## src/rtl/ntt_stage_ctrl_if.sv

```systemverilog
// Interface between the NTT stage controller and its neighbours.
//   master : top-level sequencer side (drives start/span_log, observes the rest)
//   slave  : ntt_stage_ctrl side
// Signals:
//   start, span_log            stage request and log2 half-span
//   busy, done, err            stage status pulses/levels
//   rd_en, rd_addr_u/v, tw_idx coefficient RAM read pair and twiddle index
//   wr_en, wr_addr_u/v         write-back pair aligned with stage_bf outputs
interface ntt_stage_ctrl_if #(
    parameter int unsigned LOG_N = 8
);
    logic                    start;
    logic [$clog2(LOG_N):0]  span_log;
    logic                    busy;
    logic                    done;
    logic                    err;
    logic                    rd_en;
    logic [LOG_N-1:0]        rd_addr_u;
    logic [LOG_N-1:0]        rd_addr_v;
    logic [LOG_N-2:0]        tw_idx;
    logic                    wr_en;
    logic [LOG_N-1:0]        wr_addr_u;
    logic [LOG_N-1:0]        wr_addr_v;

    modport master (
        output start, span_log,
        input  busy, done, err, rd_en, rd_addr_u, rd_addr_v, tw_idx,
        input  wr_en, wr_addr_u, wr_addr_v
    );

    modport slave (
        input  start, span_log,
        output busy, done, err, rd_en, rd_addr_u, rd_addr_v, tw_idx,
        output wr_en, wr_addr_u, wr_addr_v
    );
endinterface

```

## src/rtl/ntt_stage_ctrl.sv

```systemverilog
// Sequences one radix-2 NTT stage through the stage_bf butterfly pipeline.
// Issues one (u,v) coefficient read pair per cycle plus its twiddle index, then delays
// each pair by the RAM read + butterfly latency to produce aligned write-back strobes.
// Ports:
//   clk  : clock, rising edge
//   rst  : asynchronous reset, active low
//   bus  : ntt_stage_ctrl_if slave modport (start/span_log in; status, read and write out)
module ntt_stage_ctrl #(
    parameter int unsigned LOG_N  = 8,
    parameter int unsigned RD_LAT = 1,
    parameter int unsigned BF_LAT = 12
) (
    input  logic              clk,
    input  logic              rst,
    ntt_stage_ctrl_if.slave   bus
);
    localparam int unsigned PIPE_LAT = RD_LAT + BF_LAT;
    localparam int unsigned SLW      = $clog2(LOG_N) + 1;
    localparam int unsigned DW       = $clog2(PIPE_LAT + 1);

    typedef enum logic [1:0] {StIdle, StIssue, StDrain} state_e;

    state_e           state_q;
    logic [LOG_N-2:0] k_q;
    logic [SLW-1:0]   s_q;
    logic [DW-1:0]    drain_q;
    logic             busy_q, done_q, err_q, rd_en_q;
    logic [LOG_N-1:0] rd_u_q, rd_v_q;
    logic [LOG_N-2:0] tw_q;

    logic [PIPE_LAT-1:0] sr_en_q;
    logic [LOG_N-1:0]    sr_u_q [PIPE_LAT];
    logic [LOG_N-1:0]    sr_v_q [PIPE_LAT];

    // Address generation for pair k under latched half-span s.
    logic [LOG_N-1:0] kk, mask, grp, off, addr_u, addr_v;

    always_comb begin
        kk     = LOG_N'(k_q);
        mask   = (LOG_N'(1) << s_q) - LOG_N'(1);
        grp    = kk >> s_q;
        off    = kk & mask;
        addr_u = (grp << (s_q + 1'b1)) | off;
        // bit s of addr_u is always clear, so OR equals +span
        addr_v = addr_u | (LOG_N'(1) << s_q);
    end

    always_ff @(posedge clk or negedge rst) begin
        if (!rst) begin
            state_q <= StIdle;
            k_q     <= '0;
            s_q     <= '0;
            drain_q <= '0;
            busy_q  <= 1'b0;
            done_q  <= 1'b0;
            err_q   <= 1'b0;
            rd_en_q <= 1'b0;
            rd_u_q  <= '0;
            rd_v_q  <= '0;
            tw_q    <= '0;
        end else begin
            done_q  <= 1'b0;
            err_q   <= 1'b0;
            rd_en_q <= 1'b0;
            unique case (state_q)
                StIdle: begin
                    busy_q <= 1'b0;
                    if (bus.start) begin
                        if (bus.span_log < SLW'(LOG_N)) begin
                            state_q <= StIssue;
                            s_q     <= bus.span_log;
                            k_q     <= '0;
                            busy_q  <= 1'b1;
                        end else begin
                            err_q <= 1'b1;
                        end
                    end
                end
                StIssue: begin
                    rd_en_q <= 1'b1;
                    rd_u_q  <= addr_u;
                    rd_v_q  <= addr_v;
                    tw_q    <= grp[LOG_N-2:0];
                    if (k_q == '1) begin
                        state_q <= StDrain;
                        drain_q <= '0;
                    end else begin
                        k_q <= k_q + 1'b1;
                    end
                end
                StDrain: begin
                    // last pair leaves the delay line PIPE_LAT cycles after the last read
                    if (drain_q == DW'(PIPE_LAT)) begin
                        done_q  <= 1'b1;
                        state_q <= StIdle;
                    end else begin
                        drain_q <= drain_q + 1'b1;
                    end
                end
                default: state_q <= StIdle;
            endcase
        end
    end

    always_ff @(posedge clk or negedge rst) begin
        if (!rst) begin
            sr_en_q <= '0;
            for (int i = 0; i < PIPE_LAT; i++) begin
                sr_u_q[i] <= '0;
                sr_v_q[i] <= '0;
            end
        end else begin
            sr_en_q   <= {sr_en_q[PIPE_LAT-2:0], rd_en_q};
            sr_u_q[0] <= rd_u_q;
            sr_v_q[0] <= rd_v_q;
            for (int i = 1; i < PIPE_LAT; i++) begin
                sr_u_q[i] <= sr_u_q[i-1];
                sr_v_q[i] <= sr_v_q[i-1];
            end
        end
    end

    assign bus.busy      = busy_q;
    assign bus.done      = done_q;
    assign bus.err       = err_q;
    assign bus.rd_en     = rd_en_q;
    assign bus.rd_addr_u = rd_u_q;
    assign bus.rd_addr_v = rd_v_q;
    assign bus.tw_idx    = tw_q;
    assign bus.wr_en     = sr_en_q[PIPE_LAT-1];
    assign bus.wr_addr_u = sr_u_q[PIPE_LAT-1];
    assign bus.wr_addr_v = sr_v_q[PIPE_LAT-1];
endmodule
```

## src/flat_wrapper.sv

```systemverilog
// flat-port wrapper written by rule: the top's interface ports become plain ports
module ntt_stage_ctrl_flat 
#(
    parameter int unsigned LOG_N  = 8,
    parameter int unsigned RD_LAT = 1,
    parameter int unsigned BF_LAT = 12
)
  (clk, rst, bus_start, bus_span_log, bus_busy, bus_done, bus_err, bus_rd_en, bus_rd_addr_u, bus_rd_addr_v, bus_tw_idx, bus_wr_en, bus_wr_addr_u, bus_wr_addr_v);
  ntt_stage_ctrl_if #(.LOG_N(LOG_N)) bus_i ();
  input  logic clk;
  input  logic rst;
  input wire logic [$bits(bus_i.start)-1:0] bus_start;
  input wire logic [$bits(bus_i.span_log)-1:0] bus_span_log;
  output wire logic [$bits(bus_i.busy)-1:0] bus_busy;
  output wire logic [$bits(bus_i.done)-1:0] bus_done;
  output wire logic [$bits(bus_i.err)-1:0] bus_err;
  output wire logic [$bits(bus_i.rd_en)-1:0] bus_rd_en;
  output wire logic [$bits(bus_i.rd_addr_u)-1:0] bus_rd_addr_u;
  output wire logic [$bits(bus_i.rd_addr_v)-1:0] bus_rd_addr_v;
  output wire logic [$bits(bus_i.tw_idx)-1:0] bus_tw_idx;
  output wire logic [$bits(bus_i.wr_en)-1:0] bus_wr_en;
  output wire logic [$bits(bus_i.wr_addr_u)-1:0] bus_wr_addr_u;
  output wire logic [$bits(bus_i.wr_addr_v)-1:0] bus_wr_addr_v;
  assign bus_i.start = bus_start;
  assign bus_i.span_log = bus_span_log;
  assign bus_busy = bus_i.busy;
  assign bus_done = bus_i.done;
  assign bus_err = bus_i.err;
  assign bus_rd_en = bus_i.rd_en;
  assign bus_rd_addr_u = bus_i.rd_addr_u;
  assign bus_rd_addr_v = bus_i.rd_addr_v;
  assign bus_tw_idx = bus_i.tw_idx;
  assign bus_wr_en = bus_i.wr_en;
  assign bus_wr_addr_u = bus_i.wr_addr_u;
  assign bus_wr_addr_v = bus_i.wr_addr_v;
  ntt_stage_ctrl #(.LOG_N(LOG_N), .RD_LAT(RD_LAT), .BF_LAT(BF_LAT)) u_core (.clk(clk), .rst(rst), .bus(bus_i));
endmodule
```

## config.mk

```make
export PLATFORM = sky130hd
export DESIGN_NAME = ntt_stage_ctrl_flat
export DESIGN_NICKNAME = d
export VERILOG_FILES = /design/src/rtl/ntt_stage_ctrl_if.sv /design/src/rtl/ntt_stage_ctrl.sv /design/src/flat_wrapper.sv
export SDC_FILE = /design/constraint.sdc
export NUM_CORES = 1
export LEC_CHECK = 0
export CAP_MARGIN = 30
export CORE_ASPECT_RATIO = 0.8
export CORE_UTILIZATION = 45
export CTS_CLUSTER_SIZE = 14
export DETAILED_ROUTE_END_ITERATION = 10
export PLACE_DENSITY_LB_ADDON = 0.08
export SLEW_MARGIN = 25
export SYNTH_ARGS = -nofsm -noshare
export SYNTH_HDL_FRONTEND = slang
export SYNTH_SLANG_ARGS = --single-unit
```

## constraint.sdc

```tcl
create_clock -name clk -period 5.5 [get_ports clk]
set_clock_uncertainty 0.15 [all_clocks]
set_input_delay 1.1 -clock clk [delete_from_list [all_inputs] [get_ports clk]]
set_output_delay 1.1 -clock clk [all_outputs]
set_load 0.02 [all_outputs]
```

Word level (Yosys, flattened, before mapping)
Index checks and enable logic that the tools add are counted.

Flip-flop bits (word level): 265. Input bits: 7. Output and inout bits: 44. Logic and storage cells: 86.

Add/sub/neg operators: 4. $lt $le $gt $ge: 1. Eq/ne operators: 10. Shift operators: 3. Muxes and demuxes: 20. Bitwise gates (word level): 3. Reductions and logical operators: 7.

Operator list (count): 7-bit two-way mux (3); 8-bit bitwise OR (2); 7-bit one-hot mux with 2 select lines (1); 4-bit by 1-bit adder with 4-bit output, second input constant (2); 7-bit by 8-bit bitwise AND with 8-bit output (1); 1-bit two-way mux (8); 2-bit two-way mux (4); 4-bit two-way mux (2); 4-bit one-hot mux with 2 select lines (1); 4-bit AND reduction (2); 1-bit by 4-bit << shifter with 8-bit output, first input constant (1); 8-bit by 4-bit << shifter with 8-bit output (1); 7-bit by 4-bit right shift with 8-bit output (1); 8-bit by 2-bit subtractor with 8-bit output, second input constant (1); 7-bit by 1-bit adder with 7-bit output, second input constant (1); 7-bit == test, second input constant (1); 2-bit by 1-bit != test with 1-bit output, second input constant (3); 2-bit != test, second input constant (3); 2-bit one-hot mux with 3 select lines (1); 3-bit AND reduction (2); 4-bit == test, second input constant (1); 4-bit less-than comparator, second input constant (1); 2-bit nonzero test (2); 2-bit by 1-bit == test with 1-bit output, second input constant (1); 2 further kinds (2).

Depth between registers and ports, before layout
Depth in word-level cells: 5. Mapped depth: 10.

Least setup slack after synthesis
Ideal clock, no wire load.

Kind: register -> register. Start: reg u_core.s_q[0]. End: reg u_core.rd_v_q[6], in the netlist u_core.bus.rd_addr_v[6]. Arrival: 2.112 ns. Slack: 3.111 ns. Stages on the path, launching flop included: 10. Clock period less this slack: 2.389 ns. Cell sequence: dfrtp_1 buf_2 inv_2 ha_1 nand2_1 ha_1 o21ai_0 o31ai_1 o211ai_1 o32a_1.

Word-level cells in the longest chain between the ends: 5. Elaborated cells between the ends (all ways): 8. Those cells by class: add/sub: 2; shift: 3; bitwise: 3.

RTL lines: from (decl) (RTL line ntt_stage_ctrl.sv:25) `logic [SLW-1:0] s_q;`; from (signal assigned) (RTL line ntt_stage_ctrl.sv:71) `s_q <= bus.span_log;`; 1-bit by 4-bit << shifter with 8-bit output (RTL line ntt_stage_ctrl.sv:40, ntt_stage_ctrl.sv:45); 8-bit by 2-bit subtractor with 8-bit output (RTL line ntt_stage_ctrl.sv:40) `mask = (LOG_N'(1) << s_q) - LOG_N'(1);`; 7-bit by 8-bit bitwise AND with 8-bit output (RTL line ntt_stage_ctrl.sv:42) `off = kk & mask;`; 8-bit bitwise OR (RTL line ntt_stage_ctrl.sv:43) `addr_u = (grp << (s_q + 1'b1)) | off;`; 8-bit bitwise OR * (RTL line ntt_stage_ctrl.sv:45) `addr_v = addr_u | (LOG_N'(1) << s_q);`; to (signal assigned) (RTL line ntt_stage_ctrl.sv:82) `rd_v_q <= addr_v;`; to (decl) (RTL line ntt_stage_ctrl.sv:28) `logic [LOG_N-1:0] rd_u_q, rd_v_q;`.

Every way passes the cells marked *; elsewhere a longest branch is shown, timed or not. A chain may end at the register's enable or synchronous reset.

Worst setup path in the final report
Start: reg u_core.s_q[1]. End: reg u_core.rd_v_q[6], in the netlist u_core.bus.rd_addr_v[6].

Same word-level chain as after synthesis.

==> flow_metrics.py <==
metrics = {
    "run_status": {
        "status": "completed",
    },
    "global_routing": {
        "grt_pass1_vias": 4267,
        "groute.usage.overall": 0.156,
        "largest_net_degree_at_the_start_of_global_routing": 120,
        "grt_first_pass_wirelength_um": 23100,
        "initial_antenna_violation_count": 0,
        "grt_overflow_total": 0,
    },
    "hold_path": {
        "holdPathStages": 0,
        "hp-class": "reg -> reg",
    },
    "timing": {
        "max_freq_mhz": 333,
        "worst_slew_margin_rel": 0.444,
        "finalSetupViolCount": 0,
        "fin_worst_hold_slack_ns": 0.192,
        "finalWorstPathRequiredPeriod_ns": 3.00,
        "setup_total_negative_slack_ns": 0,
        "worstMarginPinSlew_ns": 0.825,
        "post-route-period-util": 0.546,
        "post-route-worst-setup-slack_ns": 2.50,
        "slew_viol_final": 0,
        "final_hold_viol_count": 0,
        "grt_setup_unrepaired": "no",
    },
    "power": {
        "peakVddDrop_uv": 280,
        "power.total_mw": 6.08,
        "power_leakage_nw": 4.44,
        "pwr_density_cell_nw_per_um2": 621,
    },
    "critical_path": {
        "end_of_the_critical_path": "u_core.bus.rd_addr_v[6]",
        "worst-r2r-setup-slack_ns": 2.50,
        "timing.setup.critical_path_class": "reg -> reg",
        "worst_r2r_endpoint": "u_core.bus.rd_addr_v[6]",
        "worst_ep_required_time_ns": 5.76,
        "worst-endpoint-arrival_ns": 3.27,
        "critical_path_peak_fanout": 15,
        "rr_startpoint": "u_core.s_q[1]",
        "critPathLaunch": "u_core.s_q[1]",
        "reg2reg_depth": 8,
        "timing.critical_path.to_type": "register",
        "crit_path_start_kind": "register",
    },
    "logic_synthesis": {
        "synth_top_area_frac": 0.792,
        "synth-seq-area-share": 0.792,
        "synth-adder-area-share": 0.0194,
        "postSynth.asyncResetShare": 1.00,
        "post_synthesis_compound_gate_area_fraction": 0.0680,
        "synth_enable_flop_cells": 0,
        "yosysUniqueCellTypes": 56,
        "post-synth-top-area-cell": "dfrtp_1",
        "synth_top_cells_by_area": "dfrtp_1 79%, ha_1 1.9%, nand2_1 1.7%, buf_4 1.4%, a21oi_1 1.3%",
        "post_synthesis_net_count": 563,
        "synth_top_family_by_area": "compound AO/OA/AOI/OAI gates",
        "synth_simple_gate_area_share": 0.0670,
        "synth.area.mux_share": 0.0194,
        "ys.warnings.count": 0,
        "post_synth_inst_count": 543,
        "postSynthRegisterBits": 265,
        "synth_xor_xnor_area_share": 0.00523,
        "post_synth_instance_area_um2": 8370,
        "synthFlopType": "dfrtp_1",
        "avgSynthCellArea_um2": 15.4,
    },
    "drt": {
        "highest-signal-layer": "met4",
        "m1WireLength_um": 6590,
        "drt_iter0_drc": 234,
        "detail_route.wl_per_cell_um": 16.7,
        "via_count": 4170,
        "vias_per_cell": 4.99,
        "wl_met3_um": 630,
        "drt_first_pass_iters": 4,
        "drc_errors": 0,
        "route.antenna.remaining_nets": 0,
        "met2RoutedLength_um": 6360,
        "detail_route.wirelength_um": 14000,
    },
    "clock_network": {
        "cts_hold_bufs": 0,
        "cts_resized": 0,
        "cts_sinks": 265,
        "numCtsBuffers": 25,
        "clock_tree_from_tritoncts": "yes",
        "cts-root-to-sink-buffers": 3,
        "path_clk_slew_ns": 0.06,
        "clock_root_buffer": "clkbuf_16",
        "cts_setup_buffers": 0,
        "clk_lat_worst_skew_ns": 0.53,
        "cts_htree_levels": 1,
    },
    "die": {
        "rows": 44,
        "design.portCount": 51,
        "start_util": 0.461,
        "fp.dieW_um": 154,
        "fp.dieArea_um2": 19100,
        "die-height_um": 124,
        "core_area_um2": 18200,
    },
    "placement": {
        "dpl.hpwl_um": 8830,
        "placement.io_buffers": 50,
        "pre_cts_slack_ns": 2.53,
        "routabilityCongestion": 0.826,
    },
    "final_layout": {
        "final_util": 0.539,
        "finalNetCount": 611,
        "layout_commonest_cell": "dfrtp_1",
        "layout.cells.most_common_list": "265 x dfrtp_1, 49 x clkdlybuf4s50_1, 38 x nand2_1, 25 x clkbuf_16, 23 x nor2_1",
        "antennaDiodeCount": 0,
        "area_growth_pct": 16.9,
        "layout-drive-gt1-share": 0.0893,
    },
    "flow_run": {
        "max-cap-violations": 0,
    },
}
==> stage by stage <==
stage / cells / cell area (um2)
6_report: 835 / 9790
2_1_floorplan: 543 / 8370
3_5_place_dp: 794 / 9010
5_1_grt: 835 / 9790
3_3_place_gp: 794 / 9010
4_1_cts: 835 / 9790
==> sequential cells by signal, summed over array words and instances (netlist names) <==
register	cells
u_core.sr_u_q	96
u_core.sr_v_q	96
u_core.sr_en_q	13
u_core.bus.rd_addr_u	8
u_core.bus.rd_addr_v	8
u_core.bus.wr_addr_u	8
u_core.bus.wr_addr_v	8
u_core.bus.tw_idx	7
u_core.k_q	7
u_core.drain_q	4
u_core.s_q	4
u_core.state_q	2
u_core.bus.busy	1
u_core.bus.done	1
u_core.bus.err	1
u_core.bus.rd_en	1
==> worst min path at each step <==
stage	startpoint	to	slack, ns
2_1_floorplan	u_core.sr_u_q[8]	u_core.bus.wr_addr_u[0]	0.18
3_3_place_gp	u_core.sr_u_q[103]	u_core.sr_u_q[95]	0.18
3_5_place_dp	u_core.sr_u_q[13]	u_core.bus.wr_addr_u[5]	0.18
4_1_cts	u_core.sr_u_q[40]	u_core.sr_u_q[32]	0.20
5_1_grt	u_core.sr_u_q[50]	u_core.sr_u_q[42]	0.20
6_report	u_core.sr_v_q[74]	u_core.sr_v_q[66]	0.19
==> layer usage <==
| metal | vias to the layer above | GRT usage |
|---|---|---|
| li1 | 1918 | - |
| met4 | 0 | 0.0514 |
| met1 | 2128 | 0.220 |
| met3 | 28 | 0.0310 |
| met5 | - | 0 |
| met2 | 96 | 0.246 |
==> logic make-up after synthesis <==
group                    after synthesis
flip-flops                           265
adder cells (fa/ha/maj)               13
multiplexers                          15
buffers and inverters                 46
XOR/XNOR                               5
AND/OR/NAND/NOR                      115
AO/OA/AOI/OAI                         84
==> synthesized netlist by cell type (2+ instances only) <==
master / number
mux2i_1: 7
o22ai_1: 3
o22a_1: 3
buf_2: 4
a211o_1: 2
o21ai_0: 18
nand2b_1: 5
a21o_1: 3
nand2_1: 38
o31ai_1: 3
nor2_1: 23
nand4_1: 6
a22o_1: 2
and3_1: 7
nand3_1: 13
or3_1: 4
buf_4: 16
xnor2_1: 3
ha_1: 13
o32a_1: 2
mux2_2: 7
o21a_1: 3
o41ai_1: 2
nor2b_1: 4
inv_1: 12
o2bb2ai_1: 2
xor2_1: 2
a21oi_1: 21
o221ai_1: 2
o211ai_1: 4
nor3_1: 5
dfrtp_1: 265
a31oi_1: 2
and2_1: 4
clkbuf_1: 12
==> layout make-up <==
cell class / instances / area, um2
tap: 230 / 288
fill: 1476 / 8380
multi-input combinational: 232 / 1500
timing repair buffer: 54 / 548
clock buffer: 34 / 709
sequential: 265 / 6630
inverter: 13 / 48.8
clock inverter: 7 / 61.3
==> power breakdown <==
part | switching (mW) | total [mW] | internal [mW]
combinational | 0.836 | 1.38 | 0.547
clock | 0.682 | 1.59 | 0.906
sequential | 0.316 | 3.11 | 2.79
total | 1.83 | 6.08 | 4.24
==> worst max-delay path, cell delays in order, from the launching register on <==
cell and delay (ns):
dfrtp_1 0.65, inv_1 0.12, ha_1 0.31, nand2_1 0.12, ha_1 0.26, o21ai_0 0.34
o31ai_1 0.31, o211ai_1 0.21, o32a_1 0.40
No activity file was read; power rests on OpenSTA's default activity.
